[src/rtl/detection_event_logger.sv]
// detection_event_logger: counts A/B detections and queues timestamped records in a show-ahead FIFO
module detection_event_logger #(
  parameter int CNT_W = 8,
  parameter int TS_W = 16,
  parameter int DEPTH = 4
) (
  input  logic                     clk,
  input  logic                     rst,
  input  logic [1:0]               z,
  input  logic                     clear,
  output logic [CNT_W-1:0]         count_a,
  output logic [CNT_W-1:0]         count_b,
  output logic                     evt_valid,
  input  logic                     evt_ready,
  output logic                     evt_type,
  output logic [TS_W-1:0]          evt_time,
  output logic [$clog2(DEPTH):0]   fill,
  output logic                     overflow,
  output logic                     illegal
);
  localparam int AW = $clog2(DEPTH);
  localparam int FW = AW + 1;
  localparam logic EMPTY = 1'b0;
  localparam logic NONEMPTY = 1'b1;
  logic [TS_W:0] mem [DEPTH];
  logic [TS_W:0] head;
  logic [TS_W-1:0] ts;
  logic [AW-1:0] rd_ptr, wr_ptr;
  logic state, state_next;
  logic evt, pop, full, push;
  always_comb begin
    evt = z[1];
    pop = (state == NONEMPTY) && evt_ready;
    full = fill == FW'(DEPTH);
    push = evt && (!full || pop);
    head = mem[rd_ptr];
    evt_valid = state == NONEMPTY;
    evt_type = evt_valid ? head[TS_W] : 1'b0;
    evt_time = evt_valid ? head[TS_W-1:0] : '0;
    state_next = (push && !pop) ? NONEMPTY :
                 (pop && !push && fill == FW'(1)) ? EMPTY : state;
  end
  // Slots are written without reset; the head is masked while empty.
  always_ff @(posedge clk)
    if (push) mem[wr_ptr] <= {z[0], ts};
  always_ff @(posedge clk) begin
    if (rst) begin
      ts <= '0;
      rd_ptr <= '0;
      wr_ptr <= '0;
      fill <= '0;
      state <= EMPTY;
      count_a <= '0;
      count_b <= '0;
      overflow <= 1'b0;
      illegal <= 1'b0;
    end else begin
      ts <= ts + TS_W'(1);
      state <= state_next;
      if (push) wr_ptr <= wr_ptr + AW'(1);
      if (pop) rd_ptr <= rd_ptr + AW'(1);
      if (push != pop) fill <= push ? fill + FW'(1) : fill - FW'(1);
      if (clear) begin
        count_a <= '0;
        count_b <= '0;
        overflow <= 1'b0;
        illegal <= 1'b0;
      end else begin
        if (evt && !z[0] && !(&count_a)) count_a <= count_a + CNT_W'(1);
        if (evt && z[0] && !(&count_b)) count_b <= count_b + CNT_W'(1);
        if (evt && !push) overflow <= 1'b1;
        if (z == 2'b01) illegal <= 1'b1;
      end
    end
  end
endmodule

[config.mk]
export PLATFORM = sky130hd
export DESIGN_NAME = detection_event_logger
export DESIGN_NICKNAME = d
export VERILOG_FILES = /design/src/rtl/detection_event_logger.sv
export SDC_FILE = /design/constraint.sdc
export NUM_CORES = 1
export LEC_CHECK = 0
export ABC_CLOCK_PERIOD_IN_PS = 2100
export CORE_UTILIZATION = 38
export DETAILED_ROUTE_END_ITERATION = 10
export PLACE_DENSITY = 0.64
export SYNTH_ARGS = -nofsm -noshare
export SYNTH_HDL_FRONTEND = slang
export SYNTH_SLANG_ARGS = --single-unit
[constraint.sdc]
create_clock -name clk -period 2.1 [get_ports clk]
set_input_delay 0.315 -clock clk [delete_from_list [all_inputs] [get_ports clk]]
set_output_delay 0.315 -clock clk [all_outputs]
set_load 0.01 [all_outputs]
* After elaboration in Yosys (flattened, before gate mapping)
Memory sizes are Yosys's and may differ from the RTL's. A register that Yosys moved wholly into a read port is not among the register bits.
Cells that the tools add are included.
** Word-level totals
- Bits in registers :: 42
- Memory bits (writable) :: 68
- Memories kept :: 1
** Cells by class
- Add/subtract/negate cells :: 7
- Eq/ne operators :: 4
- Muxes and demuxes :: 9
- Reductions and logical operators :: 21
** Memories
- mem :: words 4, bits a word 17, rd ports 1, clocked after Yosys merged registers in 1, wr ports 1, RTL line 25 : logic [TS_W:0] mem [DEPTH];
** Operators by type and width (count)
- $add 16x1->16 const B :: 1
- $add 8x1->8 const B :: 2
- $mux 16 :: 1
- $reduce_and 8->1 :: 2
- $logic_and 1x1->1 :: 10
- $logic_not 1->1 :: 6
- $mux 1 :: 5
- $add 2x1->2 const B :: 2
- $mux 2 :: 2
- $add 3x1->3 const B :: 1
- $eq 3x1->1 const B :: 1
- $eq 3x3->1 const B :: 1
- $mux 3 :: 1
- $sub 3x1->3 const B :: 1
- $eq 2x1->1 const B :: 1
- $reduce_bool 2->1 :: 1
- $reduce_or 2->1 :: 1
- $logic_or 1x1->1 :: 1
- $ne 1x1->1 :: 1

* Logic depth before layout (Yosys ltp)
Gate-level depths: netlist of run 1.
- Depth after elaboration :: 9
- Mapped depth :: 8

* Worst setup path before layout of run 1
No wires, ideal clock.
- Path kind :: register to register
- From :: reg fill[0]
- To :: reg fill[2]
- Library setup time :: 0.123 ns
- Data arrival time :: 1.964 ns
- Required time :: 1.977 ns
- Setup slack :: 0.012 ns
- Cell stages (with the launch flop) :: 8
- Period minus slack after synthesis :: 2.088 ns
- Path through :: dfxtp_1 -> inv_1 -> ha_1 -> a31oi_4 -> ha_1 -> nand2b_1 -> mux2i_1 -> mux2_1
** Between the ends
- Longest elaborated chain between the ends :: 5
- Elaborated cells on any way between the ends :: 8
** RTL lines
- from (decl) :: RTL line 17 : output logic [$clog2(DEPTH):0] fill,
- from (signal assigned) :: RTL line 62 : if (push != pop) fill <= push ? fill + FW'(1) : fill - FW'(1);
- $eq 3x3->1 (*) :: RTL line 34 : full = fill == FW'(DEPTH);
- $logic_not 1->1 (*) :: RTL line 35 : push = evt && (!full || pop);
- $logic_or 1x1->1 (*) :: RTL line 35
- $logic_and 1x1->1 (*) :: RTL line 35
- via push :: RTL line 30 : logic evt, pop, full, push;
- $mux 3 or $ne 1x1->1 (tied branches) :: RTL line 62
The timed path passes the listed nets; every way through them passes the cells marked *.
A chain may end at the register's enable or synchronous reset.

==> results.toml, run 1 <==
[power]
switching_share_pct = 24.2
power_density_nw_per_um2 = 842
pwr-share-comb_pct = 14.2
p_clk_share_pct = 33.1
power_mw = 4.82
p_leak_nw = 2.01
power_frac_seq_pct = 52.8
peakVddDrop_v = 0.000384
internal-power_mw = 3.65
switchingPower_mw = 1.17

[finish]
drive_above_1_share_pct = 21.2
fillers = 1073
insertedDiodeCount = 0
fin_nets = 424
regArea_um2 = 2930
multiInputGateArea_um2 = 1670
syn2layout_area_growth_pct = 21.9

[global_routing]
grt.overflow.total = 0
grt_pass1_wl_um = 14200
grt_max_degree = 29
antenna_found_initial = 0
grt.total_usage_pct = 14.4
first_global_vias = 2877

[outcome]
status = "finished, final reports clean"

[setup_path]
cp.arrival_ns = 1.72
critPathKind = "reg2out"
reg2reg_to = "fill[2]"
reg2reg_from = "fill[1]"
crit_path_end_kind = "output port"
critPathMaxFanout = 4
worstPathRequired_ns = 1.78
ff2ff_path_depth = 7
r2r_setup_slack_ns = 0.19
start_kind = "register"

[floorplanning]
die_y_um = 113
pin_count = 45
core_area_um2 = 12000
initial_core_util_pct = 39.1
die_w_um = 113
row_count = 40
die-area_um2 = 12800

[synthesis]
synth_top_flop_cell = "edfxtp_1"
synthTopCellsByCount = "edfxtp_1, dfxtp_1, nor2_1, and2_1, mux4_2"
synth_compound_area_share_pct = 4.90
synthTopCellsByArea = "edfxtp_1, dfxtp_1, mux4_2"
yosys.area_share.adder_pct = 3.46
yosysTopAreaCellShare_pct = 43.5
yosysWarnings = 0
syn_inst = 342
synth_edf_count = 68
yosysMostFrequentCell = "edfxtp_1"
synth_top_cell_by_area = "edfxtp_1"
async_flop_share_pct = 0
avgSynthCellArea_um2 = 13.7
synth-simple-area-share_pct = 14.1
synth_top_family_by_area = "simple AND/OR/NAND/NOR gates"
synth_nets = 361
synth_area_um2 = 4700
synth_xor_area_share_pct = 3.92
yosysSeqAreaShare_pct = 62.2
ys_seq_elements = 112
muxShareOfSynthArea_pct = 9.06
synth_cell_type_count = 52

[clocking]
cts_buffers = 9
cts_htree_levels = 3
postCtsHoldBufs = 0
clkTransAtPathRegs_ns = 0.07
clockBufferDepth = 2
cts_tree = "done"
clk_latency_ns = 0.34
root_buffer = "clkbuf_16"
cts_sinks = 112

[hold_path]
hp-start = "overflow"
hold_class = "reg2reg"
worst_hold_path.endpoint = "overflow"
holdPathStages = 2

[routing]
wl_per_cell_um = 15.3
via_per_inst = 5.07
via_count = 2824
drt_first_pass_iters = 5
drt_iter0_markers = 105
drt-total-wl_um = 8530
final_antenna_net_count = 0
drc = 0

[job]
max-cap-violations = 0

[place]
place_congestion = 0.746
port_buffers = 44
place_hpwl_um = 5400
dpl_worst_slack_ns = -0.0934

[sta]
setup_slack_ns = 0.0606
skew_ns = 0.0122
finalSetupViolCount = 0
tightestPinTransition_ns = 0.559
finalCritPeriodShare_pct = 97.1
hold_violations = 0
maxSlewHeadroom_pct = 62.7
post-route-min-period_ns = 2.04
slew_viol_final = 0
fmax_mhz = 490
layout by cell type, fill, tap and decap left out, types with 8 or more instances in the layout:
cell,instances
buf_2,17
and2_1,20
xor2_1,13
mux4_2,17
clkdlybuf4s50_1,27
nor2_1,32
nand3_1,14
ha_1,13
buf_12,8
dfxtp_1,43
edfxtp_1,68
inv_1,11
clkbuf_16,9
nand2_1,10
buf_4,11
xnor2_1,8
sequential cells by signal (all words and copies together), names as in the netlist, named ones only:
register / flops
count_a: 8
count_b: 8
evt_valid: 1
fill: 3
illegal: 1
mem: 68
overflow: 1
rd_ptr: 2
ts: 16
wr_ptr: 2
through the flow:
stage | cells | utilization [%] | hold slack (ns) | area, µm² | TNS [ns]
global placement | 536 | 45.4 | 0.484 | 5450 | -0.0398
CTS | 558 | 47.8 | 0.500 | 5740 | 0
finish | 557 | 47.7 | 0.495 | 5720 | 0
detailed placement | 536 | 45.4 | 0.478 | 5450 | -0.0934
global route | 557 | 47.7 | 0.545 | 5720 | -0.00148
floorplan | 342 | - | 0.414 | 4700 | 0
worst max path at each step:
stage          startpoint            to  depth (start not counted)
4_1_cts          register   evt_time[2]                          5
3_5_place_dp    evt_ready       fill[2]                          7
5_1_grt          register  evt_time[13]                          5
2_1_floorplan     fill[0]       fill[2]                          7
6_report         register   evt_time[7]                          5
3_3_place_gp    evt_ready       fill[2]                          7
final cells by class:
cell class / count / share of cell area (%)
Sequential cell: 112 / 51.1
Multi-Input combinational cell: 205 / 29.2
Timing Repair Buffer: 65 / 10.8
Clock buffer: 9 / 3.93
Tap cell: 147 / 3.21
Clock inverter: 7 / 0.940
Inverter: 12 / 0.787
worst max-delay path, stage by stage (launching register included):
cell,delay (ns)
dfxtp_4,0.37
buf_12,0.11
buf_12,0.11
mux4_2,0.49
and2_1,0.17
buf_2,0.13
per-layer routing:
metal | vias to the layer above | share of wire, % | GRT usage [%]
li1 | 1382 | - | -
met5 | - | 0 | 0
met3 | 10 | 3.9 | 3.59
met4 | 0 | 1.1 | 4.04
met1 | 1376 | 46 | 17.6
met2 | 56 | 49 | 25.3
power groups by stage:
stage	combinational, mW	sequential [mW]	clock [mW]
final	0.683	2.54	1.60
after global routing	0.757	2.56	1.73
after CTS	0.713	2.55	1.64
after detailed placement	0.702	2.59	0
after global placement	0.690	2.59	0
after floorplan	0.381	2.59	0
timing repair:
action	CTS	global route
setup buffers	5	0
setup endpoints to repair	17	12
gates resized for setup	73	2
gates cloned	1	0
cells by family after synthesis:
group,count (synthesis)
and+or+nand+nor,119
DFF,112
AOI/OAI and AO/OA,31
buffers and inverters,25
xor gates and xnor gates,21
muxes,21
adders and majority gates,13
No activity file was read; power rests on OpenSTA's default activity.
==> run 2, diff against run 1 <==
--- a/config.mk
+++ b/config.mk
@@ -6,9 +6,9 @@
 export NUM_CORES = 1
 export LEC_CHECK = 0
 export ABC_CLOCK_PERIOD_IN_PS = 2100
-export CORE_UTILIZATION = 38
+export CORE_UTILIZATION = 45
 export DETAILED_ROUTE_END_ITERATION = 10
-export PLACE_DENSITY = 0.64
+export PLACE_DENSITY = 0.73
 export SYNTH_ARGS = -nofsm -noshare
 export SYNTH_HDL_FRONTEND = slang
 export SYNTH_SLANG_ARGS = --single-unit
==> run 2 against run 1 <==
Compared with the run above: wire length is 2.6% lower; largest power group unchanged; critical path depth stayed put; fmax is 0.13% higher; count of clock-buffer cells in the layout stayed put; worst hold slack worse by 0.0085 ns; sequential power hardly changed; via count is 0.99% higher; die area is 15% lower; clock skew is 0.0074 ns higher; register-to-register slack hardly changed.
==> results.toml, run 2 (same netlist as run 1, synthesis figures left out) <==
[sta]
grt_setup_unrepaired = "true"
setup_slack_ns = 0.0632
fmax_mhz = 491
skew_ns = 0.0196
finalCritPeriodShare_pct = 97.0
finalSetupViolCount = 0
hold_violations = 0
tightestPinTransition_ns = 0.532
slew_viol_final = 0
maxSlewHeadroom_pct = 64.5
post-route-min-period_ns = 2.04

[floorplanning]
initial_core_util_pct = 47.2
row_count = 36
die_w_um = 104
die_y_um = 104
core_area_um2 = 9950
die-area_um2 = 10800
pin_count = 45

[job]
max-cap-violations = 0

[setup_path]
crit_path_end_kind = "output port"
cp_slowest_cell = "mux4_2"
critPathKind = "reg2out"
start_kind = "register"
critPathMaxFanout = 7
critPathBufInv = 3
crit_chain = "buf_12 -> buf_4 -> mux4_2 -> and2_1 -> buf_2"
reg2reg_from = "fill[1]"
reg2reg_to = "fill[2]"
crit_end = "evt_time[2]"
crit_family = "multiplexers"
cp.arrival_ns = 1.72
worstPathRequired_ns = 1.78
ff2ff_path_depth = 7
cp_num_cells = 5
r2r_setup_slack_ns = 0.18
cpPeakStageDelay_ns = 0.48

[global_routing]
grt.overflow.total = 0
grt_max_degree = 22
grt.total_usage_pct = 16.3
first_global_vias = 2855
grt_pass1_wl_um = 13900
antenna_found_initial = 0

[power]
internal-power_mw = 3.32
p_leak_nw = 1.98
power_density_nw_per_um2 = 789
pwr-share-comb_pct = 15.8
switchingPower_mw = 1.15
switching_share_pct = 25.8
power_frac_seq_pct = 56.9
peakVddDrop_v = 0.000363
p_clk_share_pct = 27.3
power_mw = 4.47

[outcome]
status = "finished, final reports clean"

[finish]
largest_reg_flops = 68
regArea_um2 = 2930
multiInputGateArea_um2 = 1680
insertedDiodeCount = 0
layout.cells.most_common = "edfxtp_1"
fin_nets = 427
final_cell_mix = "edfxtp_1, dfxtp_1, nor2_1"
top_regs = "mem x68, ts x16"
stdcell_count = 546
final_area_um2 = 5670
fillers = 804
drive_above_1_share_pct = 22.8
syn2layout_area_growth_pct = 20.8
regMostFlops = "mem"

[hold_path]
hold_class = "reg2reg"
hp-start = "overflow"

[place]
place_hpwl_um = 5600
place_congestion = 0.815
dp_cells = 524
placedInstanceArea_um2 = 5460
port_buffers = 44
dpl_worst_slack_ns = -0.0669

[clocking]
clkTransAtPathRegs_ns = 0.11
root_buffer = "clkbuf_8"
cts_tree = "done"
cts_htree_levels = 3
clockBufferDepth = 2
cts_buffers = 9
postCtsHoldBufs = 0
cts_sinks = 112
clk_latency_ns = 0.36

[routing]
drt-total-wl_um = 8310
drc = 0
via_per_inst = 5.22
drt_iter0_markers = 115
drt_first_pass_iters = 4
via_count = 2852
final_antenna_net_count = 0
wl_per_cell_um = 15.2
## run 2: how the worst min path moves through the flow
stage	to	depth (start not counted)
2_1_floorplan	mem[0][16]	0
6_report	overflow	2
3_5_place_dp	overflow	2
5_1_grt	overflow	2
4_1_cts	overflow	2
3_3_place_gp	illegal	2
## run 2: layer usage
metal,vias to the layer above,global-route usage (%),share of wire (%)
li1,1394,-,-
met1,1389,20.6,45
met2,59,27.7,49
met3,10,3.63,4.6
met4,0,5.31,1.4
met5,-,0,0
## run 2: what timing repair did
item | 4_1_cts | 5_1_grt
endpoints found under the setup margin | 17 | 15
pin swaps | 0 | 1
setup buffers | 6 | 0
gates resized for setup | 58 | 18
## run 2: worst register-to-register path, stage by stage (launching register included)
cell and delay (ns):
dfxtp_1 0.39, inv_1 0.09, ha_1 0.24, a31oi_4 0.18
ha_1 0.27, nand2b_1 0.16, mux2i_1 0.14, mux2_1 0.33
## run 2: power by group through the flow
| stage | clock network [mW] | logic (mW) | registers (mW) |
|---|---|---|---|
| 2_1_floorplan | 0 | 0.381 | 2.59 |
| 3_3_place_gp | 0 | 0.701 | 2.59 |
| 3_5_place_dp | 0 | 0.709 | 2.60 |
| 4_1_cts | 1.25 | 0.708 | 2.55 |
| 5_1_grt | 1.33 | 0.780 | 2.56 |
| 6_report | 1.22 | 0.708 | 2.55 |
## run 2: layout make-up
cell class              instances  share of cell area (%)
well taps                     133                    2.93
clock buffers                   9                    2.18
repair buffers                 68                    11.6
multi-input cells             205                    29.6
clock inverters                 7                    1.24
flip-flops and latches        112                    51.6
inverters                      12                   0.794
## run 2: per-stage QoR
step | TNS (ns) | hold WS, ns | utilization (%)
CTS | 0 | 0.496 | 57.0
global route | -0.00615 | 0.528 | 57.0
floorplan | 0 | 0.414 | -
finish | 0 | 0.487 | 57.0
global placement | -0.0203 | 0.449 | 54.9
detailed placement | -0.0669 | 0.467 | 54.9
